===== src/rtl/hex_disp_pkg.sv =====
// hex_disp_pkg
// Shared types and constants for the hex display arbiter.
//   disp_state_e : arbiter FSM states. The SHOW encodings equal the owner codes.
//   OWNER_*      : codes driven on disp_owner.
//   owner_of()   : maps an FSM state to the owner code it displays.
package hex_disp_pkg;

  typedef enum logic [1:0] {
    IDLE   = 2'b00,
    SHOW_A = 2'b01,
    SHOW_B = 2'b10
  } disp_state_e;

  localparam logic [1:0] OWNER_NONE = 2'b00;
  localparam logic [1:0] OWNER_A    = 2'b01;
  localparam logic [1:0] OWNER_B    = 2'b10;

  // Owner code shown while the FSM sits in a given state.
  function automatic logic [1:0] owner_of(input disp_state_e st);
    logic [1:0] owner;
    case (st)
      SHOW_A:  owner = OWNER_A;
      SHOW_B:  owner = OWNER_B;
      default: owner = OWNER_NONE;
    endcase
    return owner;
  endfunction

endpackage


===== src/rtl/hex_disp_if.sv =====
// hex_disp_if
// Bus between the two display requesters and the arbiter.
//   req_a/req_b     : ownership requests (requester -> arbiter)
//   data_a/data_b   : eight 4-bit digits each, bits [3:0] = digit 0
//   gnt_a/gnt_b     : registered grants (arbiter -> requesters)
//   disp_val        : digit nibbles for the 7-segment decoders
//   disp_owner      : 00 none, 01 A, 10 B
//   disp_valid      : high while a requester owns the display
// Modports: master = requester side, slave = arbiter side.
interface hex_disp_if;

  logic        req_a;
  logic        req_b;
  logic [31:0] data_a;
  logic [31:0] data_b;
  logic        gnt_a;
  logic        gnt_b;
  logic [31:0] disp_val;
  logic [1:0]  disp_owner;
  logic        disp_valid;

  modport master (
    output req_a, req_b, data_a, data_b,
    input  gnt_a, gnt_b, disp_val, disp_owner, disp_valid
  );

  modport slave (
    input  req_a, req_b, data_a, data_b,
    output gnt_a, gnt_b, disp_val, disp_owner, disp_valid
  );

endinterface


===== src/rtl/hex_disp_key_debounce.sv =====
// key_debounce
// Turns the asynchronous, active-low push key into a single-cycle pulse.
//   CLOCK_50   : system clock
//   RESET_N    : asynchronous reset, active low (key state "released")
//   step_n     : raw push key, active low, asynchronous
//   step_pulse : one-cycle pulse on each accepted press
// Optional feature macro HEX_DISP_DEBOUNCE_EN: when defined, the synchronized
// key level must stay unchanged for DEBOUNCE_CYCLES cycles before it is
// accepted. Without the macro only the 2-FF synchronizer precedes the edge
// detector.
module key_debounce #(
  parameter int DEBOUNCE_CYCLES = 500_000
) (
  input  logic CLOCK_50,
  input  logic RESET_N,
  input  logic step_n,
  output logic step_pulse
);

  logic sync1_r;
  logic sync2_r;
  logic level_s;
  logic level_d_r;

  // Two-flop synchronizer; resets to the released (high) level.
  always_ff @(posedge CLOCK_50 or negedge RESET_N) begin
    if (!RESET_N) begin
      sync1_r <= 1'b1;
      sync2_r <= 1'b1;
    end else begin
      sync1_r <= step_n;
      sync2_r <= sync1_r;
    end
  end

`ifdef HEX_DISP_DEBOUNCE_EN
  localparam int CNT_W = (DEBOUNCE_CYCLES > 1) ? $clog2(DEBOUNCE_CYCLES + 1) : 1;
  localparam logic [CNT_W-1:0] CNT_LAST = CNT_W'(DEBOUNCE_CYCLES - 1);

  logic [CNT_W-1:0] stable_cnt_r;
  logic             stable_r;

  // Stability filter: a new level is taken only after it has differed from
  // the accepted level for DEBOUNCE_CYCLES consecutive cycles; any bounce
  // back to the accepted level restarts the count.
  always_ff @(posedge CLOCK_50 or negedge RESET_N) begin
    if (!RESET_N) begin
      stable_cnt_r <= '0;
      stable_r     <= 1'b1;
    end else if (sync2_r != stable_r) begin
      if (stable_cnt_r == CNT_LAST) begin
        stable_r     <= sync2_r;
        stable_cnt_r <= '0;
      end else begin
        stable_cnt_r <= stable_cnt_r + 1'b1;
      end
    end else begin
      stable_cnt_r <= '0;
    end
  end

  assign level_s = stable_r;
`else
  assign level_s = sync2_r;
`endif

  // Previous accepted level, for falling-edge detection.
  always_ff @(posedge CLOCK_50 or negedge RESET_N) begin
    if (!RESET_N) begin
      level_d_r <= 1'b1;
    end else begin
      level_d_r <= level_s;
    end
  end

  // High for exactly the one cycle after the level goes 1 -> 0; holding the
  // key keeps level_s low and produces nothing further.
  assign step_pulse = level_d_r & ~level_s;

endmodule


===== src/rtl/hex_disp_arbiter.sv =====
// hex_disp_arbiter
// Arbitrates ownership of an eight-digit hex display between two requesters.
// A granted side keeps the display for at least HOLD_CYCLES cycles unless it
// drops its request; a step key press forces an early rotation.
//   CLOCK_50 : system clock, rising edge
//   RESET_N  : asynchronous reset, active low
//   step_n   : push key, active low, asynchronous
//   bus      : hex_disp_if.slave (requests, digit data, grants, display)
// Parameters: HOLD_CYCLES (minimum ownership), DEBOUNCE_CYCLES (key filter).
// Optional feature macro HEX_DISP_DEBOUNCE_EN enables the key stability filter.
module hex_disp_arbiter
  import hex_disp_pkg::*;
#(
  parameter int HOLD_CYCLES     = 50_000_000,
  parameter int DEBOUNCE_CYCLES = 500_000
) (
  input  logic       CLOCK_50,
  input  logic       RESET_N,
  input  logic       step_n,
  hex_disp_if.slave  bus
);

  localparam int HOLD_W = $clog2(HOLD_CYCLES + 1);
  localparam logic [HOLD_W-1:0] HOLD_LAST = HOLD_W'(HOLD_CYCLES - 1);

  disp_state_e       state_r;
  disp_state_e       next_state_s;
  logic [HOLD_W-1:0] hold_cnt_r;
  logic [1:0]        last_owner_r;
  logic              step_pulse_s;
  logic              expire_s;
  logic              restart_s;
  logic              entry_s;

  logic              gnt_a_r;
  logic              gnt_b_r;
  logic [31:0]       disp_val_r;
  logic [1:0]        disp_owner_r;
  logic              disp_valid_r;

  key_debounce #(
    .DEBOUNCE_CYCLES (DEBOUNCE_CYCLES)
  ) u_key (
    .CLOCK_50   (CLOCK_50),
    .RESET_N    (RESET_N),
    .step_n     (step_n),
    .step_pulse (step_pulse_s)
  );

  // A step pulse is folded into the expiry term, so a pulse landing on the
  // natural expiry cycle still yields only one rotation decision.
  assign expire_s = (hold_cnt_r == HOLD_LAST) || step_pulse_s;

  // Next-state logic; restart_s marks re-entry of the same SHOW state.
  always_comb begin
    next_state_s = state_r;
    restart_s    = 1'b0;
    case (state_r)
      IDLE: begin
        if (bus.req_a && bus.req_b) begin
          next_state_s = (last_owner_r == OWNER_A) ? SHOW_B : SHOW_A;
        end else if (bus.req_a) begin
          next_state_s = SHOW_A;
        end else if (bus.req_b) begin
          next_state_s = SHOW_B;
        end else begin
          next_state_s = IDLE;
        end
      end
      SHOW_A: begin
        if (!bus.req_a) begin
          next_state_s = bus.req_b ? SHOW_B : IDLE;
        end else if (expire_s) begin
          if (bus.req_b) begin
            next_state_s = SHOW_B;
          end else begin
            next_state_s = SHOW_A;
            restart_s    = 1'b1;
          end
        end else begin
          next_state_s = SHOW_A;
        end
      end
      SHOW_B: begin
        if (!bus.req_b) begin
          next_state_s = bus.req_a ? SHOW_A : IDLE;
        end else if (expire_s) begin
          if (bus.req_a) begin
            next_state_s = SHOW_A;
          end else begin
            next_state_s = SHOW_B;
            restart_s    = 1'b1;
          end
        end else begin
          next_state_s = SHOW_B;
        end
      end
      default: begin
        next_state_s = IDLE;
      end
    endcase
  end

  assign entry_s = ((next_state_s != state_r) || restart_s) && (next_state_s != IDLE);

  // FSM state register.
  always_ff @(posedge CLOCK_50 or negedge RESET_N) begin
    if (!RESET_N) begin
      state_r <= IDLE;
    end else begin
      state_r <= next_state_s;
    end
  end

  // Hold counter: zero on every SHOW entry (including restart) and in IDLE.
  always_ff @(posedge CLOCK_50 or negedge RESET_N) begin
    if (!RESET_N) begin
      hold_cnt_r <= '0;
    end else if (entry_s || (next_state_s == IDLE)) begin
      hold_cnt_r <= '0;
    end else begin
      hold_cnt_r <= hold_cnt_r + 1'b1;
    end
  end

  // Last owner, used to break ties in IDLE; starts as B so A wins first.
  always_ff @(posedge CLOCK_50 or negedge RESET_N) begin
    if (!RESET_N) begin
      last_owner_r <= OWNER_B;
    end else if (entry_s) begin
      last_owner_r <= owner_of(next_state_s);
    end else begin
      last_owner_r <= last_owner_r;
    end
  end

  // Moore outputs, registered from the next state so they track state_r.
  always_ff @(posedge CLOCK_50 or negedge RESET_N) begin
    if (!RESET_N) begin
      gnt_a_r      <= 1'b0;
      gnt_b_r      <= 1'b0;
      disp_owner_r <= OWNER_NONE;
      disp_valid_r <= 1'b0;
    end else begin
      gnt_a_r      <= (next_state_s == SHOW_A);
      gnt_b_r      <= (next_state_s == SHOW_B);
      disp_owner_r <= owner_of(next_state_s);
      disp_valid_r <= (next_state_s != IDLE);
    end
  end

  // Display data follows the owner's digits one cycle late; IDLE keeps the
  // last shown value.
  always_ff @(posedge CLOCK_50 or negedge RESET_N) begin
    if (!RESET_N) begin
      disp_val_r <= 32'h0000_0000;
    end else begin
      case (state_r)
        SHOW_A:  disp_val_r <= bus.data_a;
        SHOW_B:  disp_val_r <= bus.data_b;
        default: disp_val_r <= disp_val_r;
      endcase
    end
  end

  assign bus.gnt_a      = gnt_a_r;
  assign bus.gnt_b      = gnt_b_r;
  assign bus.disp_val   = disp_val_r;
  assign bus.disp_owner = disp_owner_r;
  assign bus.disp_valid = disp_valid_r;

endmodule


===== src/flat_wrapper.sv =====
// flat-port wrapper written by rule: the top's interface ports become plain ports
module hex_disp_arbiter_flat import hex_disp_pkg::*;
#(
  parameter int HOLD_CYCLES     = 50_000_000,
  parameter int DEBOUNCE_CYCLES = 500_000
)
  (CLOCK_50, RESET_N, step_n, bus_req_a, bus_req_b, bus_data_a, bus_data_b, bus_gnt_a, bus_gnt_b, bus_disp_val, bus_disp_owner, bus_disp_valid);
  hex_disp_if bus_i ();
  input  logic CLOCK_50;
  input  logic RESET_N;
  input  logic step_n;
  input wire logic [$bits(bus_i.req_a)-1:0] bus_req_a;
  input wire logic [$bits(bus_i.req_b)-1:0] bus_req_b;
  input wire logic [$bits(bus_i.data_a)-1:0] bus_data_a;
  input wire logic [$bits(bus_i.data_b)-1:0] bus_data_b;
  output wire logic [$bits(bus_i.gnt_a)-1:0] bus_gnt_a;
  output wire logic [$bits(bus_i.gnt_b)-1:0] bus_gnt_b;
  output wire logic [$bits(bus_i.disp_val)-1:0] bus_disp_val;
  output wire logic [$bits(bus_i.disp_owner)-1:0] bus_disp_owner;
  output wire logic [$bits(bus_i.disp_valid)-1:0] bus_disp_valid;
  assign bus_i.req_a = bus_req_a;
  assign bus_i.req_b = bus_req_b;
  assign bus_i.data_a = bus_data_a;
  assign bus_i.data_b = bus_data_b;
  assign bus_gnt_a = bus_i.gnt_a;
  assign bus_gnt_b = bus_i.gnt_b;
  assign bus_disp_val = bus_i.disp_val;
  assign bus_disp_owner = bus_i.disp_owner;
  assign bus_disp_valid = bus_i.disp_valid;
  hex_disp_arbiter #(.HOLD_CYCLES(HOLD_CYCLES), .DEBOUNCE_CYCLES(DEBOUNCE_CYCLES)) u_core (.CLOCK_50(CLOCK_50), .RESET_N(RESET_N), .step_n(step_n), .bus(bus_i));
endmodule

===== config.mk =====
export PLATFORM = sky130hd
export DESIGN_NAME = hex_disp_arbiter_flat
export DESIGN_NICKNAME = d
export VERILOG_FILES = /design/src/rtl/hex_disp_pkg.sv /design/src/rtl/hex_disp_if.sv /design/src/rtl/hex_disp_key_debounce.sv /design/src/rtl/hex_disp_arbiter.sv /design/src/flat_wrapper.sv
export SDC_FILE = /design/constraint.sdc
export NUM_CORES = 1
export LEC_CHECK = 0
export ABC_CLOCK_PERIOD_IN_PS = 3300
export BUFFER_PORTS_ARGS = -buffer_cell sky130_fd_sc_hd__buf_2
export CAP_MARGIN = 20
export CELL_PAD_IN_SITES_DETAIL_PLACEMENT = 1
export CELL_PAD_IN_SITES_GLOBAL_PLACEMENT = 2
export CORE_AREA = 2 2 107 109
export CTS_CLUSTER_SIZE = 14
export DETAILED_ROUTE_END_ITERATION = 12
export DIE_AREA = 0 0 109 111
export GPL_TIMING_DRIVEN = 1
export HOLD_SLACK_MARGIN = 0.1
export PLACE_DENSITY_LB_ADDON = 0.25
export SYNTH_ARGS = -nofsm -noshare
export SYNTH_HDL_FRONTEND = slang
export SYNTH_SLANG_ARGS = --single-unit

===== constraint.sdc =====
create_clock -name CLOCK_50 -period 3.3 [get_ports CLOCK_50]
set_input_delay 0.165 -clock CLOCK_50 [delete_from_list [all_inputs] [get_ports CLOCK_50]]
set_output_delay 0.165 -clock CLOCK_50 [all_outputs]
set_load 0.1 [all_outputs]

==> reports/metrics.yaml <==
hold_buffers: 2
synth-seq-cells: 68
outcome: "finished, final reports clean"
skew_ps: 7.33
grt_overflow: 0
grtUsageTotal_pct: 14.0
synth-edff-count: 0
netlist_area_um2: 3330
finalHoldViolCount: 0
grt-busiest-layer: "met2"
yosys-top-cells-area: "dfrtp_1, mux2i_1, nor2_1"
rows: 39
max_freq_mhz: 385
cts_resized: 0
grt_pass1_wl_mm: 13.3
cts_buffers: 9
relSlewSlack_pct: 41.7
dp_hpwl_mm: 5.76
postCtsSetupBuffers: 0
tightest_slew_ps: 875
max_cap_violations: 0
vias: 2660
die_x_um: 109
clk_root_buffer_cell: "clkbuf_16"
insertion_delay_ps: 320
synth_seq_area_share_pct: 51.2
rr_startpoint: "u_core.state_r[0]"
routed_wl_mm: 8.10
hp-start: "bus_data_a[6]"
drt-pass1-iter-count: 4
drtIter0Drc: 90
clockBufferDepth: 2
layout.nets: 500
syn2layout_area_growth_pct: 28.9
final_cell_mix: "buf_2, nor2_1, dfrtp_1"
grt.met2_usage_pct: 22.8
slew_violations: 0
drive_above_1_share_pct: 33.2
syn-num-nets: 393
critPathRequiredTime_ps: 3500
cts.htree.levels: 3
synth_top_area_share_pct: 48.0
reg2reg_to: "u_core.hold_cnt_r[11]"
holdPathEnd: "u_core.bus.disp_val[6]"
synth_top_area_cell: "dfrtp_1"
n_fill_cell: 1297
cp-start-kind: "flip-flop"
finalCriticalPeriod_ps: 2600
hold_path_class: "in -> reg"
grt_max_degree: 69
reg2reg_slack_ps: 700
finalCritPeriodShare_pct: 78.7
core_um2: 11100
grt_setup_unrepaired: "no"
synth.distinct_cells: 43
endpoint_kind: "flip-flop"
fin_setup_tns_ps: 0
ant_nets: 0
path_clk_slew_ps: 60
initial_core_util_pct: 30.1
finalSetupViolCount: 0
rr_worst_depth: 9
num_io_pins: 106
place_congestion: 0.746
wl_per_cell_um: 14.1
die_y_um: 111
cts_tree: "done"
grt_pass1_vias: 2739
arrival_ps: 2790
cp_max_fo: 26
critPathKind: "reg -> reg"
portBuffers: 105
yosysWarnings: 0
drc: 0
syn_inst: 319
async_reset_ff_share_pct: 100
vias_per_cell: 4.63
met3_usage_pct: 2.59
diodes: 0
clock-sinks: 68
final_common_cell: "buf_2"
hold_depth: 3
syn_area_per_cell_um2: 10.4
use_met1_pct: 18.3
synthFlopType: "dfrtp_1"
antenna_found_initial: 0
die-area_um2: 12100
-- registers in the layout, indices dropped and copies added, names as in the netlist --
name and cells:
u_core.bus.disp_owner 2, u_core.state_r 2, u_core.u_key.sync1_r 1, u_core.bus.disp_valid 1, u_core.u_key.level_d_r 1, u_core.bus.disp_val 32, u_core.hold_cnt_r 26, u_core.u_key.level_s 1
u_core.last_owner_r 2
-- worst max path at each step --
stage | from | to | slack (ps) | depth (start not counted)
finish | u_core.state_r[0] | u_core.hold_cnt_r[11] | 700 | 9
global route | u_core.state_r[0] | u_core.hold_cnt_r[13] | 530 | 9
CTS | u_core.state_r[0] | u_core.hold_cnt_r[11] | 680 | 9
detailed placement | u_core.state_r[0] | u_core.hold_cnt_r[9] | 700 | 9
global placement | u_core.state_r[0] | u_core.hold_cnt_r[15] | 780 | 9
floorplan | u_core.state_r[0] | u_core.hold_cnt_r[20] | 910 | 10
-- metal layers --
layer / share of wire, % / vias to the layer above
li1: - / 1309
met1: 45 / 1282
met2: 49 / 58
met3: 4.4 / 11
met4: 1.6 / 0
met5: 0 / -
-- through the flow --
stage	worst slack, ps	hold WS, ps	util [%]	instance area (um^2)	std cells
6_report	703	138	38.8	4300	574
5_1_grt	531	149	38.8	4300	574
4_1_cts	678	128	38.8	4300	574
3_5_place_dp	702	275	36.0	3990	556
3_3_place_gp	777	274	36.0	3990	556
2_1_floorplan	910	-131	-	3330	319
-- Yosys cell counts, drive strengths merged, types with 8 or more instances --
library cell,count
xnor2,10
nand2,8
mux2i,32
a21oi,35
xor2,16
dfrtp,64
nand3,14
inv,8
nor2,65
buf,10
and3,8
-- cell type report --
| type | instances | area (um^2) | area share (%) |
|---|---|---|---|
| Timing Repair Buffer | 111 | 576 | 13.4 |
| Clock buffer | 11 | 233 | 5.41 |
| Sequential cell | 68 | 1710 | 39.7 |
| Inverter | 8 | 30.0 | 0.699 |
| Tap cell | 143 | 179 | 4.16 |
| Clock inverter | 5 | 52.6 | 1.22 |
| Multi-Input combinational cell | 228 | 1520 | 35.4 |
-- logic make-up after synthesis --
| logic type | Yosys count | share of synthesized area (%) |
|---|---|---|
| AO/OA/AOI/OAI | 49 | 9.76 |
| XOR/XNOR | 26 | 7.06 |
| adder cells (fa/ha/maj) | 5 | 1.88 |
| buffers and inverters | 23 | 3.30 |
| flip-flops | 68 | 51.2 |
| multiplexers | 32 | 9.61 |
| AND/OR/NAND/NOR | 116 | 17.2 |
-- critical path, cell delays in order (launching register included) --
cell and delay (ps):
dfrtp_1 460, inv_1 150, ha_2 270, a21bo_2 240
a31o_2 220, a211o_1 380, xnor2_2 190, a22oi_4 160
buf_4 300, nor2_1 90
Power is not shown: default switching activity piles up to over one toggle a cycle in this logic, so the estimate is an artifact.
